`src/rtl/dlsc_axi_rdarb_if.sv`:
```
// AXI read-channel bundle (AR + R) shared by both requesters and the downstream port.
// The "master" modport is the side that issues commands; "slave" is the side that serves them.
interface dlsc_axi_rdarb_if #(
   parameter int DATA = 32,
   parameter int ADDR = 32,
   parameter int LEN  = 4,
   parameter int RESP = 2
);
   logic            ar_ready;
   logic            ar_valid;
   logic [ADDR-1:0] ar_addr;
   logic [LEN-1:0]  ar_len;
   logic            r_ready;
   logic            r_valid;
   logic            r_last;
   logic [DATA-1:0] r_data;
   logic [RESP-1:0] r_resp;

   modport master (
      input  ar_ready,
      output ar_valid, ar_addr, ar_len,
      output r_ready,
      input  r_valid, r_last, r_data, r_resp
   );

   modport slave (
      output ar_ready,
      input  ar_valid, ar_addr, ar_len,
      input  r_ready,
      output r_valid, r_last, r_data, r_resp
   );
endinterface

```
`src/rtl/dlsc_axi_rdarb.sv`:
```
// Two-master AXI read arbiter: round-robin AR grant into a one-entry command register,
// in-order owner FIFO recording who issued each command, combinational R steering.
module dlsc_axi_rdarb #(
   parameter int DATA            = 32,
   parameter int ADDR            = 32,
   parameter int LEN             = 4,
   parameter int RESP            = 2,
   parameter int MAX_OUTSTANDING = 15
) (
   input  logic                  clk,
   input  logic                  rst_n,
   dlsc_axi_rdarb_if.slave       m0,
   dlsc_axi_rdarb_if.slave       m1,
   dlsc_axi_rdarb_if.master      s
);

   localparam int CW        = $clog2(MAX_OUTSTANDING + 1);
   localparam int FW        = (MAX_OUTSTANDING > 1) ? $clog2(MAX_OUTSTANDING) : 1;
   localparam int OWN_DEPTH = 1 << FW;

   localparam logic [CW-1:0] MAX_CNT  = CW'(MAX_OUTSTANDING);
   localparam logic [FW-1:0] LAST_PTR = FW'(MAX_OUTSTANDING - 1);

   logic                  ar_valid_q, ar_valid_d;
   logic [ADDR-1:0]       ar_addr_q,  ar_addr_d;
   logic [LEN-1:0]        ar_len_q,   ar_len_d;
   logic                  last_q,     last_d;
   logic [CW-1:0]         count_q,    count_d;
   logic [FW-1:0]         wr_ptr_q,   wr_ptr_d;
   logic [FW-1:0]         rd_ptr_q,   rd_ptr_d;
   logic [OWN_DEPTH-1:0]  own_q,      own_d;

   logic grant;
   logic drain;
   logic can_load;
   logic load;
   logic fifo_empty;
   logic head;
   logic head_ready;
   logic r_ready;
   logic pop;

   logic [DATA-1:0] r_data;
   logic [RESP-1:0] r_resp;

   // Arbitration, load qualification and R-steering decisions
   always_comb begin
      grant = 1'b0;
      if (m0.ar_valid && m1.ar_valid) begin
         grant = ~last_q;
      end else begin
         grant = m1.ar_valid;
      end
      fifo_empty = (count_q == '0);
      head       = own_q[rd_ptr_q];
      head_ready = head ? m1.r_ready : m0.r_ready;
      r_ready    = !fifo_empty && head_ready;
      pop        = s.r_valid && r_ready && s.r_last;
      drain      = ar_valid_q && s.ar_ready;
      // a final-beat pop frees its slot in the same cycle, so a full arbiter can still load
      can_load   = rst_n && (!ar_valid_q || drain) && ((count_q != MAX_CNT) || pop);
      load       = can_load && (m0.ar_valid || m1.ar_valid);
   end

   assign m0.ar_ready = can_load && m0.ar_valid && !grant;
   assign m1.ar_ready = can_load && m1.ar_valid &&  grant;

   assign s.ar_valid  = ar_valid_q;
   assign s.ar_addr   = ar_addr_q;
   assign s.ar_len    = ar_len_q;

   assign s.r_ready   = r_ready;
   assign m0.r_valid  = s.r_valid && !fifo_empty && !head;
   assign m1.r_valid  = s.r_valid && !fifo_empty &&  head;

   assign r_data      = s.r_data;
   assign r_resp      = s.r_resp;
   assign m0.r_data   = r_data;
   assign m1.r_data   = r_data;
   assign m0.r_resp   = r_resp;
   assign m1.r_resp   = r_resp;
   assign m0.r_last   = s.r_last;
   assign m1.r_last   = s.r_last;

   // Next state for command register, round-robin pointer, owner FIFO and outstanding count
   always_comb begin
      ar_valid_d = ar_valid_q;
      ar_addr_d  = ar_addr_q;
      ar_len_d   = ar_len_q;
      last_d     = last_q;
      count_d    = count_q;
      wr_ptr_d   = wr_ptr_q;
      rd_ptr_d   = rd_ptr_q;
      own_d      = own_q;
      if (drain) begin
         ar_valid_d = 1'b0;
      end
      if (load) begin
         ar_valid_d      = 1'b1;
         ar_addr_d       = grant ? m1.ar_addr : m0.ar_addr;
         ar_len_d        = grant ? m1.ar_len  : m0.ar_len;
         last_d          = grant;
         own_d[wr_ptr_q] = grant;
         wr_ptr_d        = (wr_ptr_q == LAST_PTR) ? '0 : wr_ptr_q + 1'b1;
      end
      if (pop) begin
         rd_ptr_d = (rd_ptr_q == LAST_PTR) ? '0 : rd_ptr_q + 1'b1;
      end
      case ({load, pop})
         2'b10:   count_d = count_q + 1'b1;
         2'b01:   count_d = count_q - 1'b1;
         default: count_d = count_q;
      endcase
   end

   // State registers; reset discards any outstanding bursts
   always_ff @(posedge clk or negedge rst_n) begin
      if (!rst_n) begin
         ar_valid_q <= 1'b0;
         ar_addr_q  <= '0;
         ar_len_q   <= '0;
         last_q     <= 1'b1;
         count_q    <= '0;
         wr_ptr_q   <= '0;
         rd_ptr_q   <= '0;
         own_q      <= '0;
      end else begin
         ar_valid_q <= ar_valid_d;
         ar_addr_q  <= ar_addr_d;
         ar_len_q   <= ar_len_d;
         last_q     <= last_d;
         count_q    <= count_d;
         wr_ptr_q   <= wr_ptr_d;
         rd_ptr_q   <= rd_ptr_d;
         own_q      <= own_d;
      end
   end

endmodule

```
`src/flat_wrapper.sv`:
```
// flat-port wrapper written by rule: the top's interface ports become plain ports
module dlsc_axi_rdarb_flat 
#(
   parameter int DATA            = 32,
   parameter int ADDR            = 32,
   parameter int LEN             = 4,
   parameter int RESP            = 2,
   parameter int MAX_OUTSTANDING = 15
)
  (clk, rst_n, m0_ar_ready, m0_ar_valid, m0_ar_addr, m0_ar_len, m0_r_ready, m0_r_valid, m0_r_last, m0_r_data, m0_r_resp, m1_ar_ready, m1_ar_valid, m1_ar_addr, m1_ar_len, m1_r_ready, m1_r_valid, m1_r_last, m1_r_data, m1_r_resp, s_ar_ready, s_ar_valid, s_ar_addr, s_ar_len, s_r_ready, s_r_valid, s_r_last, s_r_data, s_r_resp);
  dlsc_axi_rdarb_if #(.DATA(DATA), .ADDR(ADDR), .LEN(LEN), .RESP(RESP)) m0_i ();
  dlsc_axi_rdarb_if #(.DATA(DATA), .ADDR(ADDR), .LEN(LEN), .RESP(RESP)) m1_i ();
  dlsc_axi_rdarb_if #(.DATA(DATA), .ADDR(ADDR), .LEN(LEN), .RESP(RESP)) s_i ();
  input  logic clk;
  input  logic rst_n;
  output wire logic [$bits(m0_i.ar_ready)-1:0] m0_ar_ready;
  input wire logic [$bits(m0_i.ar_valid)-1:0] m0_ar_valid;
  input wire logic [$bits(m0_i.ar_addr)-1:0] m0_ar_addr;
  input wire logic [$bits(m0_i.ar_len)-1:0] m0_ar_len;
  input wire logic [$bits(m0_i.r_ready)-1:0] m0_r_ready;
  output wire logic [$bits(m0_i.r_valid)-1:0] m0_r_valid;
  output wire logic [$bits(m0_i.r_last)-1:0] m0_r_last;
  output wire logic [$bits(m0_i.r_data)-1:0] m0_r_data;
  output wire logic [$bits(m0_i.r_resp)-1:0] m0_r_resp;
  output wire logic [$bits(m1_i.ar_ready)-1:0] m1_ar_ready;
  input wire logic [$bits(m1_i.ar_valid)-1:0] m1_ar_valid;
  input wire logic [$bits(m1_i.ar_addr)-1:0] m1_ar_addr;
  input wire logic [$bits(m1_i.ar_len)-1:0] m1_ar_len;
  input wire logic [$bits(m1_i.r_ready)-1:0] m1_r_ready;
  output wire logic [$bits(m1_i.r_valid)-1:0] m1_r_valid;
  output wire logic [$bits(m1_i.r_last)-1:0] m1_r_last;
  output wire logic [$bits(m1_i.r_data)-1:0] m1_r_data;
  output wire logic [$bits(m1_i.r_resp)-1:0] m1_r_resp;
  input wire logic [$bits(s_i.ar_ready)-1:0] s_ar_ready;
  output wire logic [$bits(s_i.ar_valid)-1:0] s_ar_valid;
  output wire logic [$bits(s_i.ar_addr)-1:0] s_ar_addr;
  output wire logic [$bits(s_i.ar_len)-1:0] s_ar_len;
  output wire logic [$bits(s_i.r_ready)-1:0] s_r_ready;
  input wire logic [$bits(s_i.r_valid)-1:0] s_r_valid;
  input wire logic [$bits(s_i.r_last)-1:0] s_r_last;
  input wire logic [$bits(s_i.r_data)-1:0] s_r_data;
  input wire logic [$bits(s_i.r_resp)-1:0] s_r_resp;
  assign m0_ar_ready = m0_i.ar_ready;
  assign m0_i.ar_valid = m0_ar_valid;
  assign m0_i.ar_addr = m0_ar_addr;
  assign m0_i.ar_len = m0_ar_len;
  assign m0_i.r_ready = m0_r_ready;
  assign m0_r_valid = m0_i.r_valid;
  assign m0_r_last = m0_i.r_last;
  assign m0_r_data = m0_i.r_data;
  assign m0_r_resp = m0_i.r_resp;
  assign m1_ar_ready = m1_i.ar_ready;
  assign m1_i.ar_valid = m1_ar_valid;
  assign m1_i.ar_addr = m1_ar_addr;
  assign m1_i.ar_len = m1_ar_len;
  assign m1_i.r_ready = m1_r_ready;
  assign m1_r_valid = m1_i.r_valid;
  assign m1_r_last = m1_i.r_last;
  assign m1_r_data = m1_i.r_data;
  assign m1_r_resp = m1_i.r_resp;
  assign s_i.ar_ready = s_ar_ready;
  assign s_ar_valid = s_i.ar_valid;
  assign s_ar_addr = s_i.ar_addr;
  assign s_ar_len = s_i.ar_len;
  assign s_r_ready = s_i.r_ready;
  assign s_i.r_valid = s_r_valid;
  assign s_i.r_last = s_r_last;
  assign s_i.r_data = s_r_data;
  assign s_i.r_resp = s_r_resp;
  dlsc_axi_rdarb #(.DATA(DATA), .ADDR(ADDR), .LEN(LEN), .RESP(RESP), .MAX_OUTSTANDING(MAX_OUTSTANDING)) u_core (.clk(clk), .rst_n(rst_n), .m0(m0_i), .m1(m1_i), .s(s_i));
endmodule
```
`config.mk`:
```
export PLATFORM = sky130hd
export DESIGN_NAME = dlsc_axi_rdarb_flat
export DESIGN_NICKNAME = d
export VERILOG_FILES = /design/src/rtl/dlsc_axi_rdarb_if.sv /design/src/rtl/dlsc_axi_rdarb.sv /design/src/flat_wrapper.sv
export SDC_FILE = /design/constraint.sdc
export NUM_CORES = 1
export LEC_CHECK = 0
export ABC_CLOCK_PERIOD_IN_PS = 3300
export CAP_MARGIN = 20
export CELL_PAD_IN_SITES_DETAIL_PLACEMENT = 1
export CELL_PAD_IN_SITES_GLOBAL_PLACEMENT = 1
export CORE_AREA = 2 2 132 134
export DETAILED_ROUTE_END_ITERATION = 10
export DIE_AREA = 0 0 134 136
export HOLD_SLACK_MARGIN = 0.12
export PLACE_DENSITY = 0.87
export SETUP_SLACK_MARGIN = 0.2
export SLEW_MARGIN = 15
export SYNTH_ARGS = -nofsm -noshare
export SYNTH_HDL_FRONTEND = slang
export SYNTH_SLANG_ARGS = --single-unit
```
`constraint.sdc`:
```
create_clock -name clk -period 3.3 [get_ports clk]
set_input_delay 0.66 -clock clk [delete_from_list [all_inputs] [get_ports clk]]
set_output_delay 0.66 -clock clk [all_outputs]
set_load 0.01 [all_outputs]
```
# After elaboration in Yosys (flattened, before gate mapping)
# Index checks and enable logic that the tools add are counted.
[word_totals]
register_bits = 66
input_bits = 115
[op_classes]
n_addsub = 4
magnitude_cmp = 3
n_eq_ne = 5
n_mux = 14
bitwise_logic = 1
reduce_logical = 26
[op_table]
columns = ["cell", "count"]
rows = [
  ["$mux W32", 1],
  ["$bwmux W16", 1],
  ["$logic_and A1 B1 Y1", 16],
  ["$add A4 B1 Y4 const B", 3],
  ["$mux W4", 3],
  ["$lt A4 B5 Y1 const B", 2],
  ["$eq A4 B4 Y1 const B", 2],
  ["$pmux W4 S2", 1],
  ["$mux W1", 6],
  ["$bmux W1 S4", 1],
  ["$demux W1 S4", 1],
  ["$ge A4 B1 Y1 const B", 1],
  ["$logic_not A1 Y1", 4],
  ["$logic_not A4 Y1", 1],
  ["$ne A4 B4 Y1 const B", 1],
  ["$reduce_bool A2 Y1", 2],
  ["$sub A4 B1 Y4 const B", 1],
  ["$logic_or A1 B1 Y1", 3],
  ["$eq A2 B1 Y1 const B", 1],
  ["$eq A2 B2 Y1 const B", 1],
  ["$not A1 Y1", 1],
]

# Depth between registers and ports, before layout
[depth]
word_depth = 11
depth_mapped = 17
depth_no_buf = 14

# Worst setup path before layout
# OpenSTA, ideal clock, no wires.
[synth_timing]
path_kind = "reg-to-reg"
start = "register u_core.rd_ptr_q[0]"
end = "register u_core.count_q[3]"
setup_time_ps = 125
arrival_time_ps = 3296
required_ps = 3175
setup_slack_ps = -121
stages_incl_launch_ff = 17
period_less_slack_ps = 3421
path_cell_list = "dfrtp_1 -> mux4_2 -> nor2_1 -> nor3_2 -> nor3_1 -> nor3_4 -> nor3_2 -> buf_6 -> buf_6 -> inv_1 -> ha_1 -> ha_1 -> a21o_1 -> a21oi_1 -> xnor2_1 -> nor2_1 -> xor2_1"
[synth_between]
elab_chain_cells = 11
word_cells_on_any_way = 13
[synth_rtl]
columns = ["element", "line_no", "text"]
rows = [
  ["start, declared", "dlsc_axi_rdarb.sv:30", "logic [FW-1:0] rd_ptr_q, rd_ptr_d;"],
  ["start signal, assigned", "dlsc_axi_rdarb.sv:134", "rd_ptr_q <= rd_ptr_d;"],
  ["$bmux W1 S4 (*)", "dlsc_axi_rdarb.sv:55", "head = own_q[rd_ptr_q];"],
  ["$mux W1 (implied by the code) (*)", "dlsc_axi_rdarb.sv:55", ""],
  ["$mux W1 (*)", "dlsc_axi_rdarb.sv:56", "head_ready = head ? m1.r_ready : m0.r_ready;"],
  ["$logic_and A1 B1 Y1 (*)", "dlsc_axi_rdarb.sv:57", "r_ready = !fifo_empty && head_ready;"],
  ["$logic_and A1 B1 Y1 (*) (2 in a row)", "dlsc_axi_rdarb.sv:58", "pop = s.r_valid && r_ready && s.r_last;"],
  ["$logic_or A1 B1 Y1", "dlsc_axi_rdarb.sv:61", "can_load = rst_n && (!ar_valid_q || drain) && ((count_q != MAX_CNT) || pop);"],
  ["$logic_and A1 B1 Y1", "dlsc_axi_rdarb.sv:61", ""],
  ["$logic_and A1 B1 Y1", "dlsc_axi_rdarb.sv:62", "load = can_load && (m0.ar_valid || m1.ar_valid);"],
  ["$eq A2 B1 Y1 / $eq A2 B2 Y1 (equally long branches)", "dlsc_axi_rdarb.sv:109", "case ({load, pop})"],
  ["$pmux W4 S2 / $reduce_bool A2 Y1 (equally long branches)", "-", ""],
  ["end signal, assigned", "dlsc_axi_rdarb.sv:132", "count_q <= count_d;"],
  ["end, declared", "dlsc_axi_rdarb.sv:28", "logic [CW-1:0] count_q, count_d;"],
]
# Mark *: on every way between the ends. The rest lies on a longest branch, timed or not. The select of a mux whose other input is x is not followed.
# A chain may end at the register's enable or synchronous reset.

# Final worst setup path
# Ends and elaborated chain as after synthesis.

==> summary.json <==
{
  "power_and_ir_drop": {
    "max_rail_drop_vdd_mv": 0.243,
    "report.power.total_mw": 4.33,
    "sequentialPowerShare": 0.338,
    "combinationalPowerShare": 0.435,
    "clock_network_power_share": 0.227,
    "cell_internal_pwr_mw": 2.84,
    "power.leakage_nw": 2.44,
    "switching_power_mw": 1.50,
    "power-per-cell-area_mw_per_mm2": 776,
    "swShare": 0.345
  },
  "clock_tree": {
    "cell_at_the_root_of_the_clock_tree": "sky130_fd_sc_hd__clkbuf_16",
    "postCtsHoldBufs": 0,
    "tritoncts.num_buffers": 9,
    "cts.sink_count": 66,
    "ctsHtreeMaxLevel": 3,
    "max-clock-path-buffers": 2,
    "insertion_delay_ps": 330,
    "cts_tree": "done",
    "clkTransAtPathRegs_ps": 60
  },
  "synthesis": {
    "async_set_or_reset_flop_fraction_in_the_synthesized_netlist": 1.00,
    "synthFlopType": "sky130_fd_sc_hd__dfrtp_1",
    "ys_seq_elements": 66,
    "avgSynthCellArea_um2": 9.56,
    "netlist_instances": 432,
    "synth-edff-count": 0,
    "mappedNetlistNets": 551,
    "netlist.top_cell.by_area": "sky130_fd_sc_hd__dfrtp_1",
    "synth_cell_types": 43,
    "ys.warnings.count": 0,
    "synth_seq_area_share": 0.400,
    "synth_top_area_frac": 0.394,
    "synth.area.top_cells": "sky130_fd_sc_hd__dfrtp_1, sky130_fd_sc_hd__buf_4, sky130_fd_sc_hd__nand2_1",
    "netlist_area_mm2": 0.00413
  },
  "die": {
    "dieArea_mm2": 0.0182,
    "die_h_um": 136,
    "die_x_um": 134,
    "initial_core_util": 0.245,
    "core_region_area_mm2": 0.0169,
    "io_pins": 227,
    "num_rows": 48
  },
  "routing": {
    "drcViolationCount": 0,
    "vias_per_cell": 4.33,
    "via_total_after_detailed_routing": 3140,
    "drt_iter0_drc": 58,
    "routedWlPerCell_um": 15.3,
    "postRouteAntennaNets": 0,
    "routed_wl_mm": 11.1,
    "drt_pass1_iterations": 4
  },
  "run_status": {
    "status": "completed"
  },
  "global_routing": {
    "grt_pass1_wl_mm": 18.3,
    "gr-total-overflow": 0,
    "grt_start_max_net_pins": 68,
    "grt_pass1_vias": 3501,
    "grt_use_total": 0.129,
    "grt_antenna_before_repair": 1
  },
  "flow_run": {
    "cap_violations": 0
  },
  "setup_path": {
    "timing.reg2reg.setup_slack_ps": 150,
    "worst_setup_path_start_kind": "flip-flop",
    "worst-path-max-fanout": 5,
    "reg2regPathDepth": 16,
    "timing.critical_path.to_type": "flip-flop",
    "critical_path_class": "reg -> reg",
    "critPathCapture": "u_core.count_q[3]",
    "rr_endpoint": "u_core.count_q[3]",
    "crit_start": "u_core.rd_ptr_q[0]",
    "cp_data_arrival_time_ps": 3370,
    "critical_path_required_ps": 3520,
    "critical_path.reg2reg.startpoint": "u_core.rd_ptr_q[0]"
  },
  "placement": {
    "place_hpwl_mm": 7.99,
    "finalWeightedCongestion": 0.772,
    "io_buffer_count": 124
  },
  "sta": {
    "hold_viol": 0,
    "slew_violations": 0,
    "maxSlewHeadroom": 0.425,
    "unrepaired_setup_endpoints_after_global_routing": "yes",
    "max_clock_freq_mhz": 317,
    "finalHoldWorstSlack_ps": 506,
    "clock_skew_ps": 7.13,
    "worst_slew_pin_slew_ps": 862,
    "period_minus_slack_ps": 3150,
    "setup_viol_count_final": 0,
    "final_period_util": 0.955
  },
  "cells_and_area": {
    "layout_net_count": 614,
    "diodes": 0,
    "layout-drive-gt1-share": 0.238,
    "areaGrowthSynthToFinish_pct": 35.2
  },
  "min_path": {
    "worst_hold_path_type": "reg -> reg"
  }
}
## metal layers
layer,part of all wire,up-vias,GRT usage
met5,0.0014,-,0
met4,0.019,2,0.0508
met3,0.066,19,0.0425
met2,0.52,89,0.231
met1,0.39,1539,0.140
li1,-,1491,-
## cells in the mapped netlist (4+ instances only)
| master | number |
|---|---|
| sky130_fd_sc_hd__a21oi_1 | 4 |
| sky130_fd_sc_hd__nand2_1 | 120 |
| sky130_fd_sc_hd__nor2_1 | 6 |
| sky130_fd_sc_hd__nand2b_1 | 6 |
| sky130_fd_sc_hd__clkbuf_1 | 18 |
| sky130_fd_sc_hd__nor2b_1 | 5 |
| sky130_fd_sc_hd__mux2_2 | 36 |
| sky130_fd_sc_hd__inv_1 | 4 |
| sky130_fd_sc_hd__buf_4 | 71 |
| sky130_fd_sc_hd__nor3_1 | 10 |
| sky130_fd_sc_hd__mux2_4 | 19 |
| sky130_fd_sc_hd__dfrtp_1 | 65 |
| sky130_fd_sc_hd__nand3_1 | 4 |
| sky130_fd_sc_hd__nor4_1 | 7 |
| sky130_fd_sc_hd__o21ai_0 | 8 |
## flip-flops by register name (all words and copies together), names as in the netlist
signal / cells
u_core.count_q: 4
u_core.last_q: 1
u_core.own_q: 16
u_core.rd_ptr_q: 4
u_core.s.ar_addr: 32
u_core.s.ar_len: 4
u_core.s.ar_valid: 1
u_core.wr_ptr_q: 4
## worst max-delay path, cell delays in order (launching register included)
cell                       delay [ps]
sky130_fd_sc_hd__dfrtp_2          430
sky130_fd_sc_hd__mux4_2           550
sky130_fd_sc_hd__nor2_4           140
sky130_fd_sc_hd__nor3_4            70
sky130_fd_sc_hd__o2111a_2         300
sky130_fd_sc_hd__nor3_4           210
sky130_fd_sc_hd__buf_6            120
sky130_fd_sc_hd__buf_4            120
sky130_fd_sc_hd__nor3_4            50
sky130_fd_sc_hd__inv_6             80
sky130_fd_sc_hd__ha_4             140
sky130_fd_sc_hd__ha_4             190
sky130_fd_sc_hd__a21o_1           160
sky130_fd_sc_hd__a21oi_2          140
sky130_fd_sc_hd__xnor2_1          130
sky130_fd_sc_hd__nor2_1            70
sky130_fd_sc_hd__xor2_1           140
## cell type report
type                    count  area [um2]
flip-flops and latches     66        1660
inverters                   4        20.0
well taps                 225         282
repair buffers            146        1410
fillers                  1910       11300
clock buffers              11         253
multi-input cells         268        1910
clock inverters             5        52.6
## worst min path at each step
| stage | end | depth (start not counted) | from | slack, ps |
|---|---|---|---|---|
| after detailed placement | u_core.s.ar_addr[6] | 1 | u_core.s.ar_addr[6] | 500 |
| after floorplan | u_core.count_q[0] | 0 | rst_n | 360 |
| after CTS | u_core.own_q[5] | 1 | u_core.own_q[5] | 510 |
| after global placement | u_core.s.ar_addr[16] | 1 | u_core.s.ar_addr[16] | 490 |
| final | u_core.s.ar_addr[12] | 1 | u_core.s.ar_addr[12] | 510 |
| after global routing | u_core.s.ar_addr[24] | 1 | u_core.s.ar_addr[24] | 530 |
## repair_timing
action | 4_1_cts | 5_1_grt
buffers inserted | 5 | 2
setup endpoints to repair | 5 | 29
pin swaps | 3 | 2
gates resized for setup | 15 | 10
## logic make-up after synthesis
group / after synthesis / synth area share
adders and majority gates: 4 / 0.0139
xor gates and xnor gates: 4 / 0.00848
AOI/OAI and AO/OA: 28 / 0.0460
muxes: 60 / 0.185
and+or+nand+nor: 172 / 0.186
buffers and inverters: 98 / 0.160
DFF: 66 / 0.400
## per-stage QoR
step / instance area, um2 / setup TNS [ps] / std cells / util / setup WS (ps)
2_1_floorplan: 4180 / 0 / 432 / - / 204
3_3_place_gp: 5180 / 0 / 702 / 0.307 / 55.2
3_5_place_dp: 5180 / 0 / 702 / 0.307 / 66.0
4_1_cts: 5550 / 0 / 723 / 0.329 / 104
5_1_grt: 5580 / -35.5 / 725 / 0.331 / -28.1
6_report: 5580 / 0 / 725 / 0.331 / 147
## power by group through the flow
| stage | clock (mW) | sequential [mW] | combinational [mW] |
|---|---|---|---|
| after global placement | 0 | 1.44 | 1.73 |
| final | 0.984 | 1.46 | 1.88 |
| after global routing | 1.04 | 1.52 | 2.05 |
| after detailed placement | 0 | 1.46 | 1.79 |
| after floorplan | 0 | 1.40 | 1.11 |
| after CTS | 1.01 | 1.46 | 1.87 |
## cells in the final DEF, fill, tap and decap left out, drive strengths merged, types with 2 or more instances in the layout
| cell type | instances |
|---|---|
| a211oi | 2 |
| a21o | 3 |
| a21oi | 4 |
| a31oi | 3 |
| and2 | 2 |
| buf | 25 |
| clkbuf | 11 |
| clkdlybuf4s50 | 121 |
| clkinv | 3 |
| dfrtp | 65 |
| ha | 3 |
| inv | 4 |
| mux2 | 55 |
| mux2i | 3 |
| mux4 | 2 |
| nand2 | 120 |
| nand2b | 6 |
| nand3 | 4 |
| nor2 | 6 |
| nor2b | 5 |
| nor3 | 13 |
| nor3b | 3 |
| nor4 | 7 |
| nor4b | 2 |
| o21ai | 9 |
| o41ai | 2 |
| or2 | 2 |
| xnor2 | 2 |
| xor2 | 2 |
No activity file was read; power rests on OpenSTA's default activity.
